<file path="src/rtl/param_rotator_unit_pkg.sv">
// Package rotator_pkg: shared encodings for the parametrised rotate/shift unit.
//   OP_*     command opcodes carried on cmd_op
//   DIR_*    direction encodings carried on cmd_dir
//   ST_*     controller state encodings
package rotator_pkg;

  typedef logic [1:0] op_t;

  localparam op_t OP_LOAD = 2'd0;
  localparam op_t OP_ROT  = 2'd1;
  localparam op_t OP_SHL  = 2'd2;
  localparam op_t OP_SHA  = 2'd3;

  localparam logic DIR_LEFT  = 1'b0;
  localparam logic DIR_RIGHT = 1'b1;

  localparam logic [0:0] ST_IDLE = 1'b0;
  localparam logic [0:0] ST_RUN  = 1'b1;

endpackage

</file>
<file path="src/rtl/param_rotator_unit_if.sv">
// Command/data bundle between a control sequencer (master) and the rotator (slave).
//   cmd_valid/cmd_ready  command handshake, accept = valid & ready
//   cmd_op/dir/amt/count command fields, sampled at accept
//   data_in              LOAD operand
//   step_en              pacing for run steps
//   data_out/busy/done   register contents and status
interface param_rotator_unit_if #(
  parameter int WIDTH = 8,
  parameter int AMT_W = $clog2(WIDTH),
  parameter int CNT_W = 8
);
  logic             cmd_valid;
  logic             cmd_ready;
  logic [1:0]       cmd_op;
  logic             cmd_dir;
  logic [AMT_W-1:0] cmd_amt;
  logic [CNT_W-1:0] cmd_count;
  logic [WIDTH-1:0] data_in;
  logic             step_en;
  logic [WIDTH-1:0] data_out;
  logic             busy;
  logic             done;

  modport master (
    output cmd_valid, cmd_op, cmd_dir, cmd_amt, cmd_count, data_in, step_en,
    input  cmd_ready, data_out, busy, done
  );

  modport slave (
    input  cmd_valid, cmd_op, cmd_dir, cmd_amt, cmd_count, data_in, step_en,
    output cmd_ready, data_out, busy, done
  );
endinterface

</file>
<file path="src/rtl/param_rotator_unit_step.sv">
// rotator_step: combinational barrel stage applying one step to the data.
//   data      current register contents
//   op/dir    ROT, SHL or SHA in the given direction (SHA left behaves as SHL)
//   amt       positions moved; 0 leaves the data unchanged
//   next_data stepped data
//   carry     last bit moved out (only with ROTATOR_CARRY_EN defined)
module rotator_step
  import rotator_pkg::*;
#(
  parameter int WIDTH = 8,
  parameter int AMT_W = $clog2(WIDTH)
) (
  input  logic [WIDTH-1:0] data,
  input  logic [1:0]       op,
  input  logic             dir,
  input  logic [AMT_W-1:0] amt,
`ifdef ROTATOR_CARRY_EN
  output logic             carry,
`endif
  output logic [WIDTH-1:0] next_data
);

  localparam logic [AMT_W:0] W_L = WIDTH[AMT_W:0];

  logic [AMT_W:0]   back_amt;
  logic [WIDTH-1:0] wrap_hi;
  logic [WIDTH-1:0] wrap_lo;

  // Bits that wrap around on a rotate; a shift by WIDTH yields zero, so amt=0
  // contributes nothing. Their edge bit is also the last bit moved out.
  assign back_amt = W_L - {1'b0, amt};
  assign wrap_hi  = data >> back_amt;
  assign wrap_lo  = data << back_amt;

`ifdef ROTATOR_CARRY_EN
  assign carry = (dir == DIR_LEFT) ? wrap_hi[0] : wrap_lo[WIDTH-1];
`endif

  always_comb begin
    next_data = data;
    if (dir == DIR_LEFT) begin
      case (op)
        OP_ROT:         next_data = (data << amt) | wrap_hi;
        OP_SHL, OP_SHA: next_data = data << amt;
        default:        next_data = data;
      endcase
    end else begin
      case (op)
        OP_ROT:  next_data = (data >> amt) | wrap_lo;
        OP_SHL:  next_data = data >> amt;
        OP_SHA:  next_data = $signed(data) >>> amt;
        default: next_data = data;
      endcase
    end
  end

endmodule

</file>
<file path="src/rtl/param_rotator_unit.sv">
// param_rotator_unit: command-driven rotate/shift register with paced runs.
//   clk        clock
//   rst_n      synchronous active-low reset
//   bus        slave side of param_rotator_unit_if (commands in, data/status out)
//   carry_out  last bit moved out by a step; present only with ROTATOR_CARRY_EN
//
// state   | meaning
// ST_IDLE | waiting for a command; LOAD and zero-count commands finish here
// ST_RUN  | applying latched steps, one per cycle with step_en=1
module param_rotator_unit
  import rotator_pkg::*;
#(
  parameter int WIDTH = 8,
  parameter int AMT_W = $clog2(WIDTH),
  parameter int CNT_W = 8
) (
  input  logic clk,
  input  logic rst_n,
`ifdef ROTATOR_CARRY_EN
  output logic carry_out,
`endif
  param_rotator_unit_if.slave bus
);

  logic [0:0]       state;
  logic [WIDTH-1:0] data_q;
  logic [CNT_W-1:0] remaining;
  logic [1:0]       op_q;
  logic             dir_q;
  logic [AMT_W-1:0] amt_q;
  logic             done_q;
  logic [WIDTH-1:0] step_data;
  logic             accept;

`ifdef ROTATOR_CARRY_EN
  logic step_carry;
  logic carry_q;
  assign carry_out = carry_q;
`endif

  rotator_step #(.WIDTH(WIDTH), .AMT_W(AMT_W)) u_step (
    .data      (data_q),
    .op        (op_q),
    .dir       (dir_q),
    .amt       (amt_q),
`ifdef ROTATOR_CARRY_EN
    .carry     (step_carry),
`endif
    .next_data (step_data)
  );

  assign bus.cmd_ready = (state == ST_IDLE) & rst_n;
  assign bus.busy      = (state == ST_RUN);
  assign bus.data_out  = data_q;
  assign bus.done      = done_q;
  assign accept        = bus.cmd_valid & bus.cmd_ready;

  always_ff @(posedge clk) begin
    if (!rst_n) begin
      state     <= ST_IDLE;
      data_q    <= '0;
      remaining <= '0;
      op_q      <= OP_LOAD;
      dir_q     <= DIR_LEFT;
      amt_q     <= '0;
      done_q    <= 1'b0;
`ifdef ROTATOR_CARRY_EN
      carry_q   <= 1'b0;
`endif
    end else begin
      done_q <= 1'b0;
      case (state)
        ST_IDLE: begin
          if (accept) begin
            if (bus.cmd_op == OP_LOAD) begin
              data_q  <= bus.data_in;
              done_q  <= 1'b1;
`ifdef ROTATOR_CARRY_EN
              carry_q <= 1'b0;
`endif
            end else if (bus.cmd_count == '0) begin
              done_q <= 1'b1;
            end else begin
              op_q      <= bus.cmd_op;
              dir_q     <= bus.cmd_dir;
              amt_q     <= bus.cmd_amt;
              remaining <= bus.cmd_count;
              state     <= ST_RUN;
            end
          end
        end
        ST_RUN: begin
          if (bus.step_en) begin
            data_q    <= step_data;
`ifdef ROTATOR_CARRY_EN
            if (amt_q != '0) carry_q <= step_carry;
`endif
            remaining <= remaining - CNT_W'(1);
            if (remaining == CNT_W'(1)) begin
              state  <= ST_IDLE;
              done_q <= 1'b1;
            end
          end
        end
        default: state <= ST_IDLE;
      endcase
    end
  end

endmodule

</file>
<file path="src/flat_wrapper.sv">
// flat-port wrapper written by rule: the top's interface ports become plain ports
module param_rotator_unit_flat import rotator_pkg::*;
#(
  parameter int WIDTH = 8,
  parameter int AMT_W = $clog2(WIDTH),
  parameter int CNT_W = 8
)
  (clk, rst_n, bus_cmd_valid, bus_cmd_op, bus_cmd_dir, bus_cmd_amt, bus_cmd_count, bus_data_in, bus_step_en, bus_cmd_ready, bus_data_out, bus_busy, bus_done);
  param_rotator_unit_if #(.WIDTH(WIDTH), .AMT_W(AMT_W), .CNT_W(CNT_W)) bus_i ();
  input  logic clk;
  input  logic rst_n;
  input wire logic [$bits(bus_i.cmd_valid)-1:0] bus_cmd_valid;
  input wire logic [$bits(bus_i.cmd_op)-1:0] bus_cmd_op;
  input wire logic [$bits(bus_i.cmd_dir)-1:0] bus_cmd_dir;
  input wire logic [$bits(bus_i.cmd_amt)-1:0] bus_cmd_amt;
  input wire logic [$bits(bus_i.cmd_count)-1:0] bus_cmd_count;
  input wire logic [$bits(bus_i.data_in)-1:0] bus_data_in;
  input wire logic [$bits(bus_i.step_en)-1:0] bus_step_en;
  output wire logic [$bits(bus_i.cmd_ready)-1:0] bus_cmd_ready;
  output wire logic [$bits(bus_i.data_out)-1:0] bus_data_out;
  output wire logic [$bits(bus_i.busy)-1:0] bus_busy;
  output wire logic [$bits(bus_i.done)-1:0] bus_done;
  assign bus_i.cmd_valid = bus_cmd_valid;
  assign bus_i.cmd_op = bus_cmd_op;
  assign bus_i.cmd_dir = bus_cmd_dir;
  assign bus_i.cmd_amt = bus_cmd_amt;
  assign bus_i.cmd_count = bus_cmd_count;
  assign bus_i.data_in = bus_data_in;
  assign bus_i.step_en = bus_step_en;
  assign bus_cmd_ready = bus_i.cmd_ready;
  assign bus_data_out = bus_i.data_out;
  assign bus_busy = bus_i.busy;
  assign bus_done = bus_i.done;
  param_rotator_unit #(.WIDTH(WIDTH), .AMT_W(AMT_W), .CNT_W(CNT_W)) u_core (.clk(clk), .rst_n(rst_n), .bus(bus_i));
endmodule
</file>
<file path="config.mk">
export PLATFORM = sky130hd
export DESIGN_NAME = param_rotator_unit_flat
export DESIGN_NICKNAME = d
export VERILOG_FILES = /design/src/rtl/param_rotator_unit_pkg.sv /design/src/rtl/param_rotator_unit_if.sv /design/src/rtl/param_rotator_unit_step.sv /design/src/rtl/param_rotator_unit.sv /design/src/flat_wrapper.sv
export SDC_FILE = /design/constraint.sdc
export NUM_CORES = 1
export LEC_CHECK = 0
export BUFFER_PORTS_ARGS = -buffer_cell sky130_fd_sc_hd__clkbuf_2
export CORE_MARGIN = 3
export CORE_UTILIZATION = 50
export DETAILED_ROUTE_END_ITERATION = 16
export PLACE_DENSITY = 0.77
export SYNTH_ARGS = -nofsm -noshare
export SYNTH_HDL_FRONTEND = slang
export SYNTH_SLANG_ARGS = --single-unit
</file>
<file path="constraint.sdc">
create_clock -name clk -period 2.5 [get_ports clk]
set_input_delay 0.25 -clock clk [delete_from_list [all_inputs] [get_ports clk]]
set_output_delay 0.25 -clock clk [all_outputs]
set_load 0.05 [all_outputs]
</file>
# [Word-level counts from Yosys, hierarchy flattened]
# Cells that the tools add are included.
[word_totals] input_bits=26 output_inout_bits=11 word_cells=62 reg_bits=24
[op_classes] eq_ne=11 shifts=5 bitwise=7 add_sub_neg=2 muxes=24 reduce_logical=6
[ops] cell="$mux 8" n=8
[ops] cell="$pmux 8 s2" n=3
[ops] cell="$pmux 8 s3" n=1
[ops] cell="$or 8x8->8" n=2
[ops] cell="$mux 1" n=10
[ops] cell="$eq 8x1->1 const B" n=1
[ops] cell="$logic_not 8->1" n=1
[ops] cell="$ne 2x2->1 const B" n=4
[ops] cell="$reduce_and 4->1" n=2
[ops] cell="$shl 8x3->8" n=1
[ops] cell="$shl 8x4->8" n=1
[ops] cell="$shr 8x3->8" n=1
[ops] cell="$shr 8x4->8" n=1
[ops] cell="$sshr 8x3->8" n=1
[ops] cell="$sub 8x1->8 const B" n=1
[ops] cell="$ne 5x5->1 const B" n=1
[ops] cell="$reduce_and 5->1" n=1
[ops] cell="$eq 2x2->1 const B" n=2
[ops] cell="$ne 4x4->1 const B" n=1
[ops] cell="$pmux 1 s2" n=2
[ops] cell="$sub 4x3->4 const A" n=1
[ops] cell="$not 1->1" n=3
[ops] cell="$and 1x1->1" n=2
[ops] cell="$eq 2x1->1 const B" n=1
[ops] cell="3 further kinds" n=3

# [Logic depth before layout (Yosys ltp)]
[depth] word_depth=7 mapped_depth=11 mapped_depth_nobuf=7

# [Cells and area by module]
# From an unflattened synthesis, not the netlist that was laid out.
[hier_totals] cells_unflattened=335 area_unflattened_um2=2643.8
[modules_own_cells] module="rotator_step" cells_per_inst=193 area_per_inst_um2=1340.0 seq_area_each_um2=0.0 instances=1
[modules_own_cells] module="param_rotator_unit" cells_per_inst=142 area_per_inst_um2=1303.8 seq_area_each_um2=480.5 instances=1

# [Least setup slack after synthesis]
# No wires, ideal clock.
[synth_path] kind="register to register" start="reg u_core.amt_q[0]" end="reg u_core.data_q[0] (netlist: u_core.bus.data_out[0])" n_path_buf=5 t_required_ns=2.376 period_less_slack_ns=2.202 setup_ns=0.124 stages_incl_launch_ff=12 setup_slack_ns=0.298 arrival_ns=2.078 path_cell_list="dfxtp_1 -> buf_6 -> buf_6 -> inv_1 -> buf_2 -> ha_1 -> buf_4 -> clkbuf_1 -> o211ai_1 -> o21ai_0 -> a221oi_1 -> o21ai_1"
[synth_between] elab_chain_len=7 elab_cells_between_ends=13 cone_classes="add/sub: 1; shift: 5; mux: 5; bitwise: 2"
[synth_lines] item="from (decl)" line="param_rotator_unit.sv:30" text="logic [AMT_W-1:0] amt_q;"
[synth_lines] item="from (signal assigned)" line="param_rotator_unit.sv:86" text="amt_q <= bus.cmd_amt;"
[synth_lines] item="$sub 4x3->4" line="param_rotator_unit_step.sv:31" text="assign back_amt = W_L - {1'b0, amt};"
[synth_lines] item="$shl 8x4->8 or $shr 8x4->8 (tied branches)" line="param_rotator_unit_step.sv:33, param_rotator_unit_step.sv:32"
[synth_lines] item="$or 8x8->8 (on tied branches)" line="param_rotator_unit_step.sv:49, param_rotator_unit_step.sv:43"
[synth_lines] item="$pmux 8 s3 or $pmux 8 s2 (tied branches)" line="param_rotator_unit_step.sv:48, param_rotator_unit_step.sv:42"
[synth_lines] item="$mux 8 (*)" line="param_rotator_unit_step.sv:41" text="if (dir == DIR_LEFT) begin"
[synth_lines] item="$mux 8 (*)" line="param_rotator_unit.sv:93" text="if (bus.step_en) begin"
[synth_lines] item="$pmux 8 s2 (*)" line="param_rotator_unit.sv:72" text="case (state)"
[synth_lines] item="to (signal assigned)" line="param_rotator_unit.sv:76" text="data_q <= bus.data_in;"
[synth_lines] item="to (signal assigned)" line="param_rotator_unit.sv:94" text="data_q <= step_data;"
[synth_lines] item="to (decl)" line="param_rotator_unit.sv:26" text="logic [WIDTH-1:0] data_q;"
# Mark *: on every way between the ends. The rest lies on a longest branch, timed or not. The select of a mux whose other input is x is not followed.
# A chain may end at the register's enable or synchronous reset.

# [Final worst setup path]
[layout_path] start="reg u_core.amt_q[1]" end="reg u_core.data_q[6] (netlist: u_core.bus.data_out[6])"
# The elaborated chain is that of the path after synthesis.

==> flow_summary.json <==
{
  "netlist_top_cells_count": "nor2_1 (32), a21oi_1 (31), dfxtp_1 (24)",
  "skew_ps": 9.42,
  "clock-sinks": 24,
  "timing.final.crit_period_ps": 2170,
  "worstSetupPathType": "reg -> reg",
  "core_area_sq_um": 4750,
  "finalSetupTns_ps": 0,
  "ctsHtreeMaxLevel": 1,
  "number_of_global_route_vias_before_repair": 2461,
  "globalplace.congestion": 1.03,
  "period_share": 0.866,
  "average_footprint_of_a_synthesized_cell_sq_um": 7.64,
  "clock_latency_ps": 280,
  "grt_max_degree": 27,
  "postSynth.asyncResetShare": 0,
  "die_x_microns": 76.5,
  "worst_setup_path_start_kind": "flip-flop",
  "slew_viol_final": 0,
  "die-height_microns": 76.5,
  "end_kind": "flip-flop",
  "max-vdd-ir-drop_mv": 0.239,
  "std_cell_rows": 25,
  "ys.warnings.count": 0,
  "relSlewSlack": 0.576,
  "timing.critical_path.required_ps": 2690,
  "min-delay-path-class": "in -> reg",
  "synth-edff-count": 0,
  "layout-drive-gt1-share": 0.207,
  "synthFlopType": "dfxtp_1",
  "totalWireLength_microns": 7740,
  "via_per_inst": 6.60,
  "worst_slew_pin_slew_ps": 620,
  "critical_path_arrival_ps": 2350,
  "cts_buffers": 3,
  "synthToLayoutAreaGrowth_pct": 11.1,
  "grt_pass1_wl_microns": 12600,
  "pin_count": 37,
  "seq_cells_post_synth": 24,
  "netlist.area_leader.share": 0.193,
  "dp.final_hpwl_microns": 5680,
  "cap_violations": 0,
  "number_of_buffers_inserted_for_hold_repair_after_clock_tree_synthesis": 0,
  "total_leakage_power_nw": 0.977,
  "synth_area_sq_um": 2480,
  "rsz_0062_raised_after_global_routing": "false",
  "max_freq_mhz": 462,
  "synth.most_common_cell": "nor2_1",
  "cellPowerDensity_nw_per_um2": 417,
  "grt_overall_usage": 0.260,
  "path_clk_slew_ps": 100,
  "final-instance-count-excl-fill": 415,
  "postSynthCellCount": 325,
  "total_count_of_hold_check_failures_in_the_final_report": 0,
  "timing.critical_path.fanout_max": 17,
  "detailedRoute.firstIterationViolations": 363,
  "grt_antenna_before_repair": 0,
  "critical-path-max-stage-delay_ps": 670,
  "initial_core_util": 0.522,
  "post-cts-setup-buffer-count": 0,
  "detail_route.wl_per_cell_microns": 18.6,
  "cts_max_path_buffers": 2,
  "total_setup_violations_reported_at_the_end_of_the_flow": 0,
  "outcome": "finished, final reports clean",
  "syn-num-nets": 354,
  "synth.yosys.seq_area_share": 0.193,
  "clock_tree_from_tritoncts": "yes",
  "dr_total_vias": 2739,
  "path_cells": "inv_1 -> ha_1 -> mux2i_1 -> o22a_1 -> nor3_1 -> a211oi_1 -> o41ai_1",
  "placed_cells": 411,
  "critical-path-slowest-cell": "ha_1",
  "antenna_cells": 0,
  "ant_nets": 0,
  "drcViolationCount": 0,
  "drtPass1Iterations": 6,
  "grt.overflow.total": 0,
  "cts_root_buffer": "clkbuf_8",
  "io_buffers": 36,
  "post_cts_resize_count": 0,
  "nets_finish": 378,
  "die_footprint_sq_um": 5850,
  "synth_area_leaders": "dfxtp_1 (19%), mux2i_1 (8.1%), mux4_2 (6.3%)",
  "synthDominantAreaCellType": "dfxtp_1",
  "yosys.cell_types.count": 60
}
==> report_power, final <==
group / internal, W / leakage (nW) / switching (W)
logic: 0.000139 / 0.746 / 0.000209
clock network: 0.000215 / 0.0357 / 0.000147
registers: 0.000402 / 0.195 / 0.0000397
total: 0.000755 / 0.977 / 0.000396
==> layout by cell type, fill, tap and decap left out, types with 8 or more instances in the layout <==
master / Yosys / layout
a211oi_1: 8 / 8
a21oi_1: 31 / 31
buf_4: 6 / 14
clkbuf_2: 1 / 36
dfxtp_1: 24 / 24
inv_1: 9 / 9
mux2i_1: 20 / 20
nand2_1: 22 / 22
nand2b_1: 10 / 10
nor2_1: 32 / 32
nor2b_1: 8 / 8
nor4_1: 9 / 9
o21ai_0: 10 / 10
o32ai_1: 8 / 8
==> cell type report <==
class / count / area [sq um]
fill: 480 / 2000
multi-input combinational: 260 / 1800
sequential: 24 / 480
timing repair buffer: 50 / 285
tap: 67 / 83.8
clock buffer: 3 / 41.3
inverter: 10 / 37.5
clock inverter: 1 / 30.0
==> registers in the layout, summed over array words and instances, names as in the netlist <==
register,flops
u_core.amt_q,3
u_core.remaining,8
u_core.dir_q,1
u_core.bus.data_out,8
u_core.bus.busy,1
u_core.bus.done,1
u_core.op_q,2
==> metal layers <==
metal | GRT usage | vias to the layer above | part of all wire
met5 | 0 | - | 0
met4 | 0.0888 | 0 | 0.026
met3 | 0.0355 | 23 | 0.079
met2 | 0.385 | 145 | 0.43
met1 | 0.383 | 1292 | 0.46
li1 | - | 1279 | -
==> through the flow <==
stage | hold slack (ps) | power [W] | setup slack, ps | utilization | area (sq um)
2_1_floorplan | 389 | 0.000700 | 298 | - | 2480
3_3_place_gp | 469 | 0.000788 | 415 | 0.565 | 2690
3_5_place_dp | 478 | 0.000790 | 411 | 0.565 | 2690
4_1_cts | 210 | 0.00114 | 375 | 0.580 | 2760
5_1_grt | 231 | 0.00120 | 200 | 0.580 | 2760
6_report | 219 | 0.00115 | 335 | 0.580 | 2760
==> final timing paths <==
| kind | slack (ps) | startpoint | cells past startpoint | to |
|---|---|---|---|---|
| setup / recovery | 330 | u_core.amt_q[1] | 7 | u_core.bus.data_out[6] |
| hold / removal | 220 | bus_cmd_amt[1] | 3 | u_core.amt_q[1] |
| setup reg to reg | 330 | u_core.amt_q[1] | 7 | u_core.bus.data_out[6] |
| hold reg to reg | 490 | u_core.remaining[5] | 2 | u_core.remaining[5] |
==> critical path, delay by kind of cell, from the launching register on <==
family	cells	cell delay, ps
simple gates	1	190
fa+ha+maj	1	670
mux	1	190
flops	1	340
buf+inv	1	110
compound gates	3	570
==> kinds of logic after synthesis <==
group,synth area share
AO/OA/AOI/OAI,0.289
XOR/XNOR,0.00353
adder cells (fa/ha/maj),0.0151
buffers and inverters,0.0816
flip-flops,0.193
multiplexers,0.149
AND/OR/NAND/NOR,0.269
(Power assumes the default switching activity.)
